**config.mk**
```make
export PLATFORM = sky130hd
export DESIGN_NAME = tt_um_urish_dffram_seq
export DESIGN_NICKNAME = d
export VERILOG_FILES = /design/src/rtl/tt_um_urish_dffram_seq.sv
export SDC_FILE = /design/constraint.sdc
export NUM_CORES = 1
export LEC_CHECK = 0
export ABC_AREA = 1
export CELL_PAD_IN_SITES_DETAIL_PLACEMENT = 0
export CELL_PAD_IN_SITES_GLOBAL_PLACEMENT = 1
export CORE_MARGIN = 2
export CORE_UTILIZATION = 35
export CTS_CLUSTER_DIAMETER = 80
export DETAILED_ROUTE_END_ITERATION = 8
export GPL_ROUTABILITY_DRIVEN = 0
export GPL_TIMING_DRIVEN = 0
export PLACE_DENSITY_LB_ADDON = 0.1
export SLEW_MARGIN = 20
export SYNTH_ARGS = -nofsm -noshare
export SYNTH_HDL_FRONTEND = slang
export SYNTH_SLANG_ARGS = --single-unit
```
**constraint.sdc**
```tcl
create_clock -name clk -period 10.2 [get_ports clk]
set_input_delay 1.53 -clock clk [delete_from_list [all_inputs] [get_ports clk]]
set_output_delay 1.53 -clock clk [all_outputs]
set_load 0.02 [all_outputs]
```
**src/rtl/tt_um_urish_dffram_seq.sv**
```systemverilog
// tt_um_urish_dffram_seq: strobed-command byte RAM with auto-incrementing pointer and FILL engine
module tt_um_urish_dffram_seq #(
  parameter int WORDS = 32,
  parameter int BYTES_PER_WORD = 4
) (
  input  logic       clk,
  input  logic       rst_n,
  input  logic       ena,
  input  logic [7:0] ui_in,
  input  logic [7:0] uio_in,
  output logic [7:0] uo_out,
  output logic [7:0] uio_out,
  output logic [7:0] uio_oe
);
  localparam int DEPTH = WORDS * BYTES_PER_WORD;
  localparam int PW = $clog2(DEPTH);
  localparam int LB = $clog2(BYTES_PER_WORD);
  localparam int WB = 8 * BYTES_PER_WORD;
  typedef enum logic {IDLE, FILL} state_t;
  state_t state;
  logic s1, s2, s3;
  logic [PW-1:0] ptr;
  logic [PW-1:0] lane;
  logic [3:0] count;
  logic [7:0] fill_data;
  logic [7:0] rbyte;
  logic [7:0] wdata;
  logic err, wrap;
  logic [WB-1:0] mem [WORDS];
  logic [WB-1:0] word;
  logic [2:0] op;
  logic cmd, we, adv, unused;
  assign op = ui_in[6:4];
  assign cmd = s2 & ~s3 & (state == IDLE);
  assign we = rst_n & ((state == FILL) | (cmd & (op == 3'd2)));
  assign adv = (state == FILL) | (cmd & ((op == 3'd2) | (op == 3'd3)));
  assign wdata = (state == FILL) ? fill_data : uio_in;
  assign lane = ptr & PW'(BYTES_PER_WORD - 1);
  assign word = mem[ptr[PW-1:LB]];
  assign rbyte = 8'(word >> {lane, 3'b000});
  assign uio_out = '0;
  assign uio_oe = '0;
  assign unused = ena;
  always_ff @(posedge clk)
    if (we)
      for (int l = 0; l < BYTES_PER_WORD; l++)
        if (lane == PW'(l)) mem[ptr[PW-1:LB]][8*l +: 8] <= wdata;
  always_ff @(posedge clk)
    if (!rst_n) begin
      {s1, s2, s3} <= '0;
      state <= IDLE;
      ptr <= '0;
      count <= '0;
      fill_data <= '0;
      err <= 1'b0;
      wrap <= 1'b0;
      uo_out <= '0;
    end else begin
      s1 <= ui_in[7];
      s2 <= s1;
      s3 <= s2;
      if (adv) begin
        ptr <= ptr + 1'b1;
        if (&ptr) wrap <= 1'b1;
      end
      if (state == FILL) begin
        // a strobe edge arriving while busy is lost, so flag it
        if (s2 & ~s3) err <= 1'b1;
        if (count == '0) state <= IDLE;
        else count <= count - 1'b1;
      end else if (cmd) begin
        case (op)
          3'd1: ptr <= uio_in[PW-1:0];
          3'd3, 3'd4: uo_out <= rbyte;
          3'd5: begin
            fill_data <= uio_in;
            count <= ui_in[3:0];
            state <= FILL;
          end
          3'd6: uo_out <= {err, wrap, 6'b0};
          3'd7: begin
            err <= 1'b0;
            wrap <= 1'b0;
          end
          default: ;
        endcase
      end
    end
endmodule

```
==> metrics.md, run 1 <==
| Metric | Value |
|---|---|
| Run status | `completed` |
| Setup repair after global routing missed its margin | `false` |
| Violation count after the first detailed-routing iteration | `2,972` |
| Cell count after placement | `about 5,600` |
| Post-synthesis sequential element count | `1,057` |
| Crit path launch type | `primary input` |
| Simple-Gate Fraction of Synth Area | `0.2160` |
| Combined area of the multi-input logic cells | `between 0.01 and 0.015 mm2` |
| Biggest fanout along the worst timing path | `10` |
| Overall global routing resource usage | `0.2508` |
| Detailed-route vias per instance | `4.972` |
| Remaining antenna violation count | `0` |
| Highest clock rate | `about 220 MHz` |
| Layout area overhead | `15.87%` |
| Worst voltage drop across the vdd grid | `around 0.15 mV` |
| Main combinational cell family by area after synthesis | `simple AND/OR/NAND/NOR gates` |
| Power density relative to cell area | `between 150 and 200 mW/mm2` |
| Worst Hold Path EP | `s3` |
| Most common cell after layout, fill and taps aside | `sky130_fd_sc_hd__nand2_1` |
| Iteration count of the initial detailed-routing pass | `5` |
| Slew at the pin closest to its max-slew limit | `about 1200 ps` |
| Count of flip-flops with a built-in enable after synthesis | `roughly 1,000` |
| Synthesis Warnings | `0` |
| Clock insertion delay at the later pin of the skew report | `roughly 740 ps` |
| Critical path startpoint | `ui_in[5]` |
| Half-perimeter wire length after placement | `108,500 um` |
| Worst Path Arrival | `around 5000 ps` |
| Most frequent cells in the layout | `sky130_fd_sc_hd__nand2_1, sky130_fd_sc_hd__edfxtp_1, sky130_fd_sc_hd__nor2_1, sky130_fd_sc_hd__nand3_1, sky130_fd_sc_hd__clkbuf_16` |
| Mean instance size in the synthesized netlist | `around 11 um2` |
| Number of buffers added on ports | `25` |
| Class of the worst hold path | `flip-flop to flip-flop` |
| Clock tree from TritonCTS | `yes` |
| Maximum number of pins on one net before global-route repair | `68` |
| Cts bufs inserted | `between 100 and 150` |
| Final standard cell area without fillers | `about 0.050 mm2` |
| Final period demand of the worst path | `roughly 4600 ps` |
| Vias in the first global route | `27,200` |
| Unique cell type count in the Yosys netlist | `33` |
| WL/cell | `~27 um` |
| Endpoint of the most critical register-to-register path | `mem[19][21]` |
| Synthesized instance count | `slightly below 4,000` |
| Placeable Area | `roughly 0.12 mm2` |
| Source of the worst register-to-register timing path | `ptr[6]` |
| Share of layout cells above drive strength 1 | `0.09945` |
| Post-Syn Area | `0.04290 mm2` |
| Final antenna diode count | `0` |
| Std-Cell Rows | `128` |
| Area of placed instances | `around 0.046 mm2` |
| Number of ports placed on the die boundary | `between 40 and 50` |
| Leakage power | `18.41 nW` |
| Max-slew violation total from the final report | `0` |
| Count of final setup violators | `0` |
| Antenna violations before repair | `1` |
| Die span in y | `around 350 um` |
| Clock sinks | `1,057` |
| Clock tree root driver cell | `sky130_fd_sc_hd__clkbuf_16` |
| Crit path capture type | `flip-flop` |
| Max-cap violations | `0` |
| Die width | `around 350 um` |
| Length in cells of the worst reg-to-reg path | `5` |
| Crit share post-route | `0.4488` |
| Multiplexer share of the synthesized area | `0` |
| Clock slew at reported path FFs | `roughly 70 ps` |
| Hold path cells | `2` |
| Layout Nets | `between 4,000 and 5,000` |
| Final Hold Violating Endpoints | `0` |
| CTS Buffer Depth | `3` |
| Overall via count from detail_route | `about 29,000` |
| Critical path class | `primary input to flip-flop` |
| Final cell count without fillers | `roughly 5,800` |
| Post-synthesis xor/xnor area fraction | `0.001225` |
| Overall die area | `0.1254 mm2` |
| Hold wc startpoint | `s2` |
| Worst clock skew on the final layout | `approximately 19 ps` |
| # fillers | `11,840` |
| Post-CTS sizing | `0` |
| Final Routed Wirelength | `around 160,000 um` |
| Share of the yosys chip area belonging to registers | `0.7321` |
| Initial cell density of the core | `0.3525` |
| CP Data Required Time | `roughly 11,000 ps` |
| Global-route wire length before repair | `about 220,000 um` |
| Total area of sequential cells | `approximately 0.031 mm2` |
| Remaining global-route overflow | `0` |
| Slack of the worst reg-to-reg path | `6130 ps` |
| Area share of fa/ha/maj cells after synthesis | `0.001750` |
| Area fraction in compound gates after synthesis | `0.02211` |
| Most used flip-flop cell after synthesis | `sky130_fd_sc_hd__edfxtp_1` |
| Number of buffers inserted by hold repair at cts | `0` |
| Remaining DRCs | `0` |
| Worst rel slew slack | `0.1685` |
| Proportion of register bits with asynchronous set or reset after synthesis | `0` |
| Post-CTS setup-driven buffer insertion count | `0` |
| Max H-tree Level | `3` |
==> cell type report <==
| type | instances | share of cell area |
|---|---|---|
| plain buffers | 204 | 0.01976 |
| repair buffers | 53 | 0.01772 |
| well taps | 1625 | 0.04090 |
| flip-flops and latches | 1057 | 0.6318 |
| inverters | 43 | 0.003272 |
| clock inverters | 65 | 0.008784 |
| clock buffers | 150 | 0.06370 |
| multi-input cells | 2591 | 0.2140 |
==> stage by stage <==
step                worst slack, ps  hold WS, ps  utilization  TNS [ps]  power [mW]
finish                         5623        419.0       0.4084         0       9.057
global route                   5622        460.6       0.4084         0       9.275
CTS                            5628        421.2       0.4083         0       9.104
detailed placement             4841        413.7       0.3787         0       5.100
global placement              -7817        403.3       0.3717   -996320       5.107
floorplan                      2438        390.5            -         0       4.974
==> worst max-delay path, cell delays in order <==
cell and delay (ps):
sky130_fd_sc_hd__clkdlybuf4s50_1 610, sky130_fd_sc_hd__a31oi_1 280, sky130_fd_sc_hd__a211oi_1 670, sky130_fd_sc_hd__nand2_1 380, sky130_fd_sc_hd__clkbuf_1 410, sky130_fd_sc_hd__nor2_1 1010
==> per-layer routing <==
layer  share of wire  up-vias  global-route usage
met5               0        -                   0
met4           0.031        0             0.07763
met3           0.054      219             0.03902
met2            0.48      858              0.4193
met1            0.43    14310              0.3360
li1                -    13390                   -
==> worst max path at each step <==
| stage | end | cells after the start |
|---|---|---|
| global route | mem[20][7] | 6 |
| detailed placement | mem[20][7] | 6 |
| floorplan | mem[0][0] | 2 |
| global placement | mem[16][0] | 3 |
| finish | mem[20][0] | 6 |
| CTS | mem[20][6] | 6 |
==> cell usage after synthesis (all sizes together) (5+ instances only) <==
cell type  instances  share of area
nor2             260          0.023
nand4             33         0.0048
o21bai             5        0.00088
nor3               7         0.0017
nand3            146          0.017
inv               40         0.0035
xor2               6         0.0012
o21ai             78         0.0091
ha                 6         0.0017
clkbuf            59         0.0052
dfxtp             33          0.015
edfxtp          1024           0.72
a21oi             89          0.010
nand2           1934           0.17
buf              145          0.018
==> state kept, by name, summed over array words and instances (netlist names) <==
signal and cells:
mem 1024, ptr 7, s3 1, err 1, s1 1, state 1, wrap 1, s2 1
count 4, uo_out 8, fill_data 8
==> power by group <==
part           leakage, nW  total [mW]  internal (mW)  switching, mW
Sequential            9.47        4.76           4.76        0.00139
Combinational         7.16       0.244         0.0605          0.184
Clock                 1.78        4.05           2.28           1.77
==> kinds of logic (layout without fill, tap and decap cells) <==
group	count (synthesis)	in the layout
and+or+nand+nor	2381	2381
AOI/OAI and AO/OA	182	182
other	1	16
DFF	1057	1057
buffers and inverters	247	515
xor gates and xnor gates	6	6
adders and majority gates	6	6
No activity file was read; power rests on OpenSTA's default activity.
==> run 2, diff against run 1 <==
==> constraint.sdc (replaced) <==
create_clock -name clk -period 4.1 [get_ports clk]
set_input_delay 0.615 -clock clk [delete_from_list [all_inputs] [get_ports clk]]
set_output_delay 0.615 -clock clk [all_outputs]
set_load 0.02 [all_outputs]
==> run 2 against run 1 <==
Against the previous run: setup slack lost 5600 ps; critical endpoint is now mem[16][21]; non-clock buffer count grew 2; highest routed layer unchanged; combinational power grew to 2.5 times the previous value; sequential share of layout area shrank 0.18 points; final area grew 0.29%; clock power grew to 2.5 times the previous value; clock skew is essentially flat.
==> metrics.md, run 2 (synthesized netlist as in run 1, its figures left out) <==
| Metric | Value |
|---|---|
| Post-layout utilization of the core | `0.4096` |
| Count of final setup violators | `0` |
| Clock slew at reported path FFs | `roughly 60 ps` |
| Critical path startpoint | `ptr[6]` |
| Worst Path Arrival | `~4400 ps` |
| Clock sinks | `1,057` |
| Overall global routing resource usage | `0.2524` |
| Leakage power | `approximately 18 nW` |
| Clock tree from TritonCTS | `yes` |
| Crit share post-route | `0.9882` |
| Most common cell after layout, fill and taps aside | `sky130_fd_sc_hd__nand2_1` |
| Final Routed Wirelength | `~160,000 um` |
| Die width | `roughly 350 um` |
| Crit path max-delay cell type | `sky130_fd_sc_hd__clkbuf_1` |
| Source of the worst register-to-register timing path | `ptr[6]` |
| Cts bufs inserted | `approximately 120` |
| Combined area of the multi-input logic cells | `0.01065 mm2` |
| Final standard cell area without fillers | `between 0.04 and 0.05 mm2` |
| Maximum number of pins on one net before global-route repair | `69` |
| Final cell count without fillers | `slightly below 6,000` |
| Hold wc startpoint | `s2` |
| Area of placed instances | `0.04616 mm2` |
| Std-Cell Rows | `around 130` |
| CP Data Required Time | `around 4500 ps` |
| Initial cell density of the core | `0.3525` |
| Global-route wire length before repair | `about 220,000 um` |
| Layout Nets | `roughly 4,100` |
| Number of buffers added on ports | `25` |
| Die span in y | `about 350 um` |
| Critical path class | `flip-flop to flip-flop` |
| Number of ports placed on the die boundary | `between 40 and 50` |
| Cell count after placement | `about 5,600` |
| Worst slack, placed | `-353.6 ps` |
| Remaining global-route overflow | `0` |
| Number of buffers inserted by hold repair at cts | `0` |
| Max-slew violation total from the final report | `0` |
| Max H-tree Level | `3` |
| Clock insertion delay at the later pin of the skew report | `~740 ps` |
| Run status | `completed` |
| Slew at the pin closest to its max-slew limit | `between 1000 and 1500 ps` |
| Number of flip-flops in the largest register | `1,024` |
| Setup repair after global routing missed its margin | `false` |
| Overall die area | `0.1254 mm2` |
| Biggest fanout along the worst timing path | `10` |
| Worst clock skew on the final layout | `between 15 and 20 ps` |
| Crit path launch type | `flip-flop` |
| Iteration count of the initial detailed-routing pass | `5` |
| Worst rel slew slack | `0.2411` |
| # fillers | `roughly 12,000` |
| Cell-by-cell trace of the critical path | `inv_2 > nor3_4 > clkbuf_1 > nand2_1 > nor2_2` |
| Final Hold Violating Endpoints | `0` |
| Final antenna diode count | `0` |
| Detailed-route vias per instance | `a little under 5` |
| Overall via count from detail_route | `between 20,000 and 30,000` |
| Half-perimeter wire length after placement | `about 110,000 um` |
| WL/cell | `~28 um` |
| Crit path capture type | `flip-flop` |
| CTS Buffer Depth | `3` |
| Max-cap violations | `0` |
| Highest clock rate | `roughly 250 MHz` |
| Post-layout worst setup margin | `~48 ps` |
| Power density relative to cell area | `about 460 mW/mm2` |
| Remaining antenna violation count | `0` |
| Remaining DRCs | `0` |
| Clock tree root driver cell | `sky130_fd_sc_hd__clkbuf_16` |
| Placeable Area | `0.1217 mm2` |
| Class of the worst hold path | `flip-flop to flip-flop` |
| Post-CTS setup-driven buffer insertion count | `0` |
| Vias in the first global route | `~27,000` |
| Layout area overhead | `16.21%` |
| Worst Hold Margin | `417.5 ps` |
| Final period demand of the worst path | `just over 4000 ps` |
| Violation count after the first detailed-routing iteration | `roughly 2,700` |
| Total area of sequential cells | `0.03141 mm2` |
| Antenna violations before repair | `2` |
| Share of layout cells above drive strength 1 | `0.1012` |
| Highest cell delay on the worst timing path | `between 800 and 900 ps` |
| Most frequent cells in the layout | `sky130_fd_sc_hd__nand2_1, sky130_fd_sc_hd__edfxtp_1, sky130_fd_sc_hd__nor2_1, sky130_fd_sc_hd__nand3_1, sky130_fd_sc_hd__clkbuf_16` |
| Post-CTS sizing | `0` |
| Worst voltage drop across the vdd grid | `0.3605 mV` |
-- run 2: changes by cell type in the layout (fill, tap and decap cells not counted), moves of 2 or more --
cell	delta
sky130_fd_sc_hd__clkinv_4	+2
sky130_fd_sc_hd__inv_4	-2
sky130_fd_sc_hd__buf_16	+3
sky130_fd_sc_hd__bufinv_16	+4
sky130_fd_sc_hd__clkinv_1	-2
sky130_fd_sc_hd__buf_8	+2
sky130_fd_sc_hd__nor2_2	+4
sky130_fd_sc_hd__clkinv_2	+3
sky130_fd_sc_hd__buf_12	-3
sky130_fd_sc_hd__nor2_1	-4
sky130_fd_sc_hd__clkbuf_1	+5
sky130_fd_sc_hd__clkinvlp_4	-2
-- run 2: metrics by stage --
step	TNS, ps	total power, mW
4_1_cts	0	22.89
2_1_floorplan	0	12.37
3_3_place_gp	-2301540	12.69
6_report	0	22.73
5_1_grt	0	23.29
3_5_place_dp	-80910	12.69
-- run 2: cell type report --
cell class | instances | area share
flip-flops and latches | 1057 | 0.6300
multi-input cells | 2591 | 0.2136
clock buffers | 153 | 0.06312
well taps | 1625 | 0.04078
plain buffers | 204 | 0.01970
repair buffers | 55 | 0.01872
clock inverters | 67 | 0.01079
inverters | 43 | 0.003262
-- run 2: final timing paths --
check / endpoint / slack, ps / cells after the start
hold / removal: s3 / 420 / 2
setup / recovery: mem[16][21] / 50 / 5
setup reg to reg: mem[16][21] / 50 / 5
hold reg to reg: s3 / 420 / 2
-- run 2: worst max-delay path, delay by kind of cell, from the launching register on --
family	cells	cell delay, ps
flip-flops	1	470
AND/OR/NAND/NOR	3	2190
buffers and inverters	2	980
-- run 2: report_power, final --
part | internal [mW] | switching [mW]
combinational | 0.153 | 0.458
sequential | 11.8 | 0.00342
clock | 5.87 | 4.39
total | 17.9 | 4.85
-- run 2: routing by layer --
metal  vias up  wire (um)  global-route usage
met5         -          0                   0
met4         0       4963             0.07534
met3       217       8668             0.03584
met2       874      77720              0.4277
met1     14240      68230              0.3365
li1      13400          -                   -
==> run 3, diff against run 2 <==
--- a/config.mk
+++ b/config.mk
@@ -15,6 +15,7 @@
 export GPL_ROUTABILITY_DRIVEN = 0
 export GPL_TIMING_DRIVEN = 0
 export PLACE_DENSITY_LB_ADDON = 0.1
+export RECOVER_POWER = 100
 export SLEW_MARGIN = 20
 export SYNTH_ARGS = -nofsm -noshare
 export SYNTH_HDL_FRONTEND = slang
==> run 3 against run 2 <==
Against the previous run: the run now ends with max-capacitance violations, max-slew violations, negative setup slack left; final area shrank 1.2%; clock power is essentially flat; total power shrank 0.18%; first-iteration DRC count shrank 0.71%; sequential cell count is the same; critical path type unchanged; highest routed layer unchanged.
==> metrics.md, run 3 (synthesized netlist as in run 1, its figures left out) <==
| Metric | Value |
|---|---|
| CP Data Required Time | `between 4000 and 5000 ps` |
| Critical path destination | `mem[17][27]` |
| Crit share post-route | `1.007` |
| Sw Ratio | `0.2135` |
| Sum of buffers and inverters on the critical path | `2` |
| Total area of sequential cells | `around 0.031 mm2` |
| Overall via count from detail_route | `roughly 29,000` |
| Worst clock skew on the final layout | `roughly 19 ps` |
| Met1 usage in global routing | `0.3365` |
| Power density relative to cell area | `between 400 and 500 mW/mm2` |
| Class of the worst hold path | `flip-flop to flip-flop` |
| Crit path max-delay cell type | `sky130_fd_sc_hd__nor2_2` |
| Highest cell delay on the worst timing path | `just under 900 ps` |
| Half-perimeter wire length after placement | `approximately 110,000 um` |
| Remaining DRCs | `0` |
| Detailed-route vias per instance | `just under 5` |
| Number of ports placed on the die boundary | `between 40 and 50` |
| Worst rel slew slack | `-0.1336` |
| Iteration count of the initial detailed-routing pass | `5` |
| Cell count along the critical path | `5` |
| Vias in the first global route | `27,380` |
| Clock insertion delay at the later pin of the skew report | `730 ps` |
| Placeable Area | `0.1217 mm2` |
| Final antenna diode count | `0` |
| Die span in y | `~350 um` |
| Source of the worst register-to-register timing path | `ptr[6]` |
| Remaining antenna violation count | `0` |
| Combined area of the multi-input logic cells | `approximately 0.010 mm2` |
| Maximum number of pins on one net before global-route repair | `69` |
| Post-layout utilization of the core | `0.4045` |
| Violation count after the first detailed-routing iteration | `2,652` |
| Share of layout cells above drive strength 1 | `0.08489` |
| Run status | `finished, violations left` |
| Max-slew violation total from the final report | `between 50 and 60` |
| Final Hold Violating Endpoints | `0` |
| Number of buffers inserted by hold repair at cts | `0` |
| Critical path startpoint | `ptr[6]` |
| Number of buffers added on ports | `25` |
| Number of flip-flops in the largest register | `1,024` |
| Fin Setup TNS | `-174.5 ps` |
| Crit path launch type | `flip-flop` |
| Overall die area | `about 0.13 mm2` |
| Post-layout worst setup margin | `-26.66 ps` |
| Cell Int Power | `17.84 mW` |
| Net switching power of the design | `between 4 and 5 mW` |
| Setup repair after global routing missed its margin | `false` |
| Clock sinks | `between 1,000 and 1,500` |
| Die width | `around 350 um` |
| Total Power Consumption | `about 23 mW` |
| Violated checks | `max-capacitance violations, max-slew violations, negative setup slack` |
| Most used routing layer in global routing | `met2` |
| WL/cell | `27.55 um` |
| Slew at the pin closest to its max-slew limit | `between 1500 and 2000 ps` |
| Hold wc startpoint | `s2` |
| GR Layer Usage met3 | `0.03584` |
| Worst Path Arrival | `approximately 4500 ps` |
| Met2 track demand over resource | `0.4277` |
| Max H-tree Level | `3` |
| Antenna violations before repair | `2` |
| Remaining global-route overflow | `0` |
| Global-route wire length before repair | `approximately 220,000 um` |
| Endpoint of the most critical register-to-register path | `mem[17][27]` |
| Post-CTS setup-driven buffer insertion count | `0` |
| Max-cap violations | `4` |
| Crit path capture type | `flip-flop` |
| CTS Buffer Depth | `3` |
| Post-CTS sizing | `0` |
| Slack of the worst reg-to-reg path | `-30 ps` |
| Leakage power | `between 15 and 20 nW` |
| Std-Cell Rows | `roughly 130` |
| Overall global routing resource usage | `0.2524` |
| Sequential power share | `0.523` |
| Clock share of power | `0.453` |
| Critical path class | `flip-flop to flip-flop` |
| Cts bufs inserted | `roughly 120` |
| Biggest fanout along the worst timing path | `10` |
| Length in cells of the worst reg-to-reg path | `5` |
| Clock slew at reported path FFs | `approximately 60 ps` |
| Most common cell after layout, fill and taps aside | `sky130_fd_sc_hd__nand2_1` |
| Most frequent cells in the layout | `sky130_fd_sc_hd__nand2_1, sky130_fd_sc_hd__edfxtp_1, sky130_fd_sc_hd__nor2_1, sky130_fd_sc_hd__nand3_1, sky130_fd_sc_hd__clkbuf_16` |
| Final period demand of the worst path | `4127 ps` |
| Clock tree root driver cell | `sky130_fd_sc_hd__clkbuf_16` |
| Initial cell density of the core | `0.3525` |
| Worst voltage drop across the vdd grid | `between 0.3 and 0.4 mV` |
| Cell-by-cell trace of the critical path | `inv_1 > nor3_4 > clkbuf_1 > nand2_1 > nor2_2` |
| Clock tree from TritonCTS | `yes` |
| # fillers | `about 12,000` |
| Kind of cell with the highest combined delay on the critical path | `simple AND/OR/NAND/NOR gates` |
| Highest clock rate | `between 200 and 250 MHz` |
| Layout area overhead | `14.76%` |
| Combinational group share of total power | `0.025` |
| Final Routed Wirelength | `roughly 160,000 um` |
| Layout Nets | `about 4,100` |
| Count of final setup violators | `9` |
run 3: changes by cell type in the layout (fill, tap and decap cells not counted), sizes merged:
cell,previous run,this run
dlygate4sd3,0,9
clkdlybuf4s50,25,16
buf,175,142
dlymetal6s2s,0,1
clkbuf,212,244
run 3: worst min path at each step:
stage                     endpoint  slack [ps]  depth (start not counted)
after floorplan                 s2         390                          2
after global placement          s2         410                          2
after detailed placement        s2         400                          2
after CTS                       s3         420                          2
after global routing            s2         440                          2
final                           s3         420                          2
run 3: worst reg2reg max path: cells and delay by family, from the launching register on:
| family | cells | cell delay (ps) |
|---|---|---|
| and+or+nand+nor | 3 | 2250 |
| DFF | 1 | 460 |
| buffers and inverters | 2 | 1010 |
run 3: metal layers:
metal	up-vias	wire (um)
li1	13390	-
met1	14190	69130
met2	892	77300
met3	234	8018
met4	0	5213
met5	-	0
run 3: power by group through the flow:
stage               Clock, mW  Combinational, mW  Sequential [mW]
global placement            0              0.538             12.2
global route             10.8              0.600             11.9
detailed placement          0              0.615             12.1
floorplan                   0              0.264             12.1
finish                   10.3              0.559             11.9
CTS                      10.4              0.616             11.9
run 3: layout make-up:
cell class                 count  share of cell area
sequential                  1057              0.6379
multi-input combinational   2591              0.2128
clock inverter                67             0.01093
inverter                      43            0.003304
tap                         1625             0.04129
timing repair buffer          55             0.01004
clock buffer                 153             0.06391
buffer                       204             0.01975
run 3: metrics by stage:
step | instance area, um2 | std cells | setup slack, ps | hold WS [ps]
floorplan | 42960 | 3895 | 1007 | 390.5
global placement | 45250 | 5545 | -3113 | 411.5
detailed placement | 46160 | 5575 | -353.6 | 401.6
CTS | 49850 | 5795 | 188.9 | 419.0
global route | 49240 | 5795 | 101.6 | 441.2
finish | 49240 | 5795 | -26.66 | 416.3
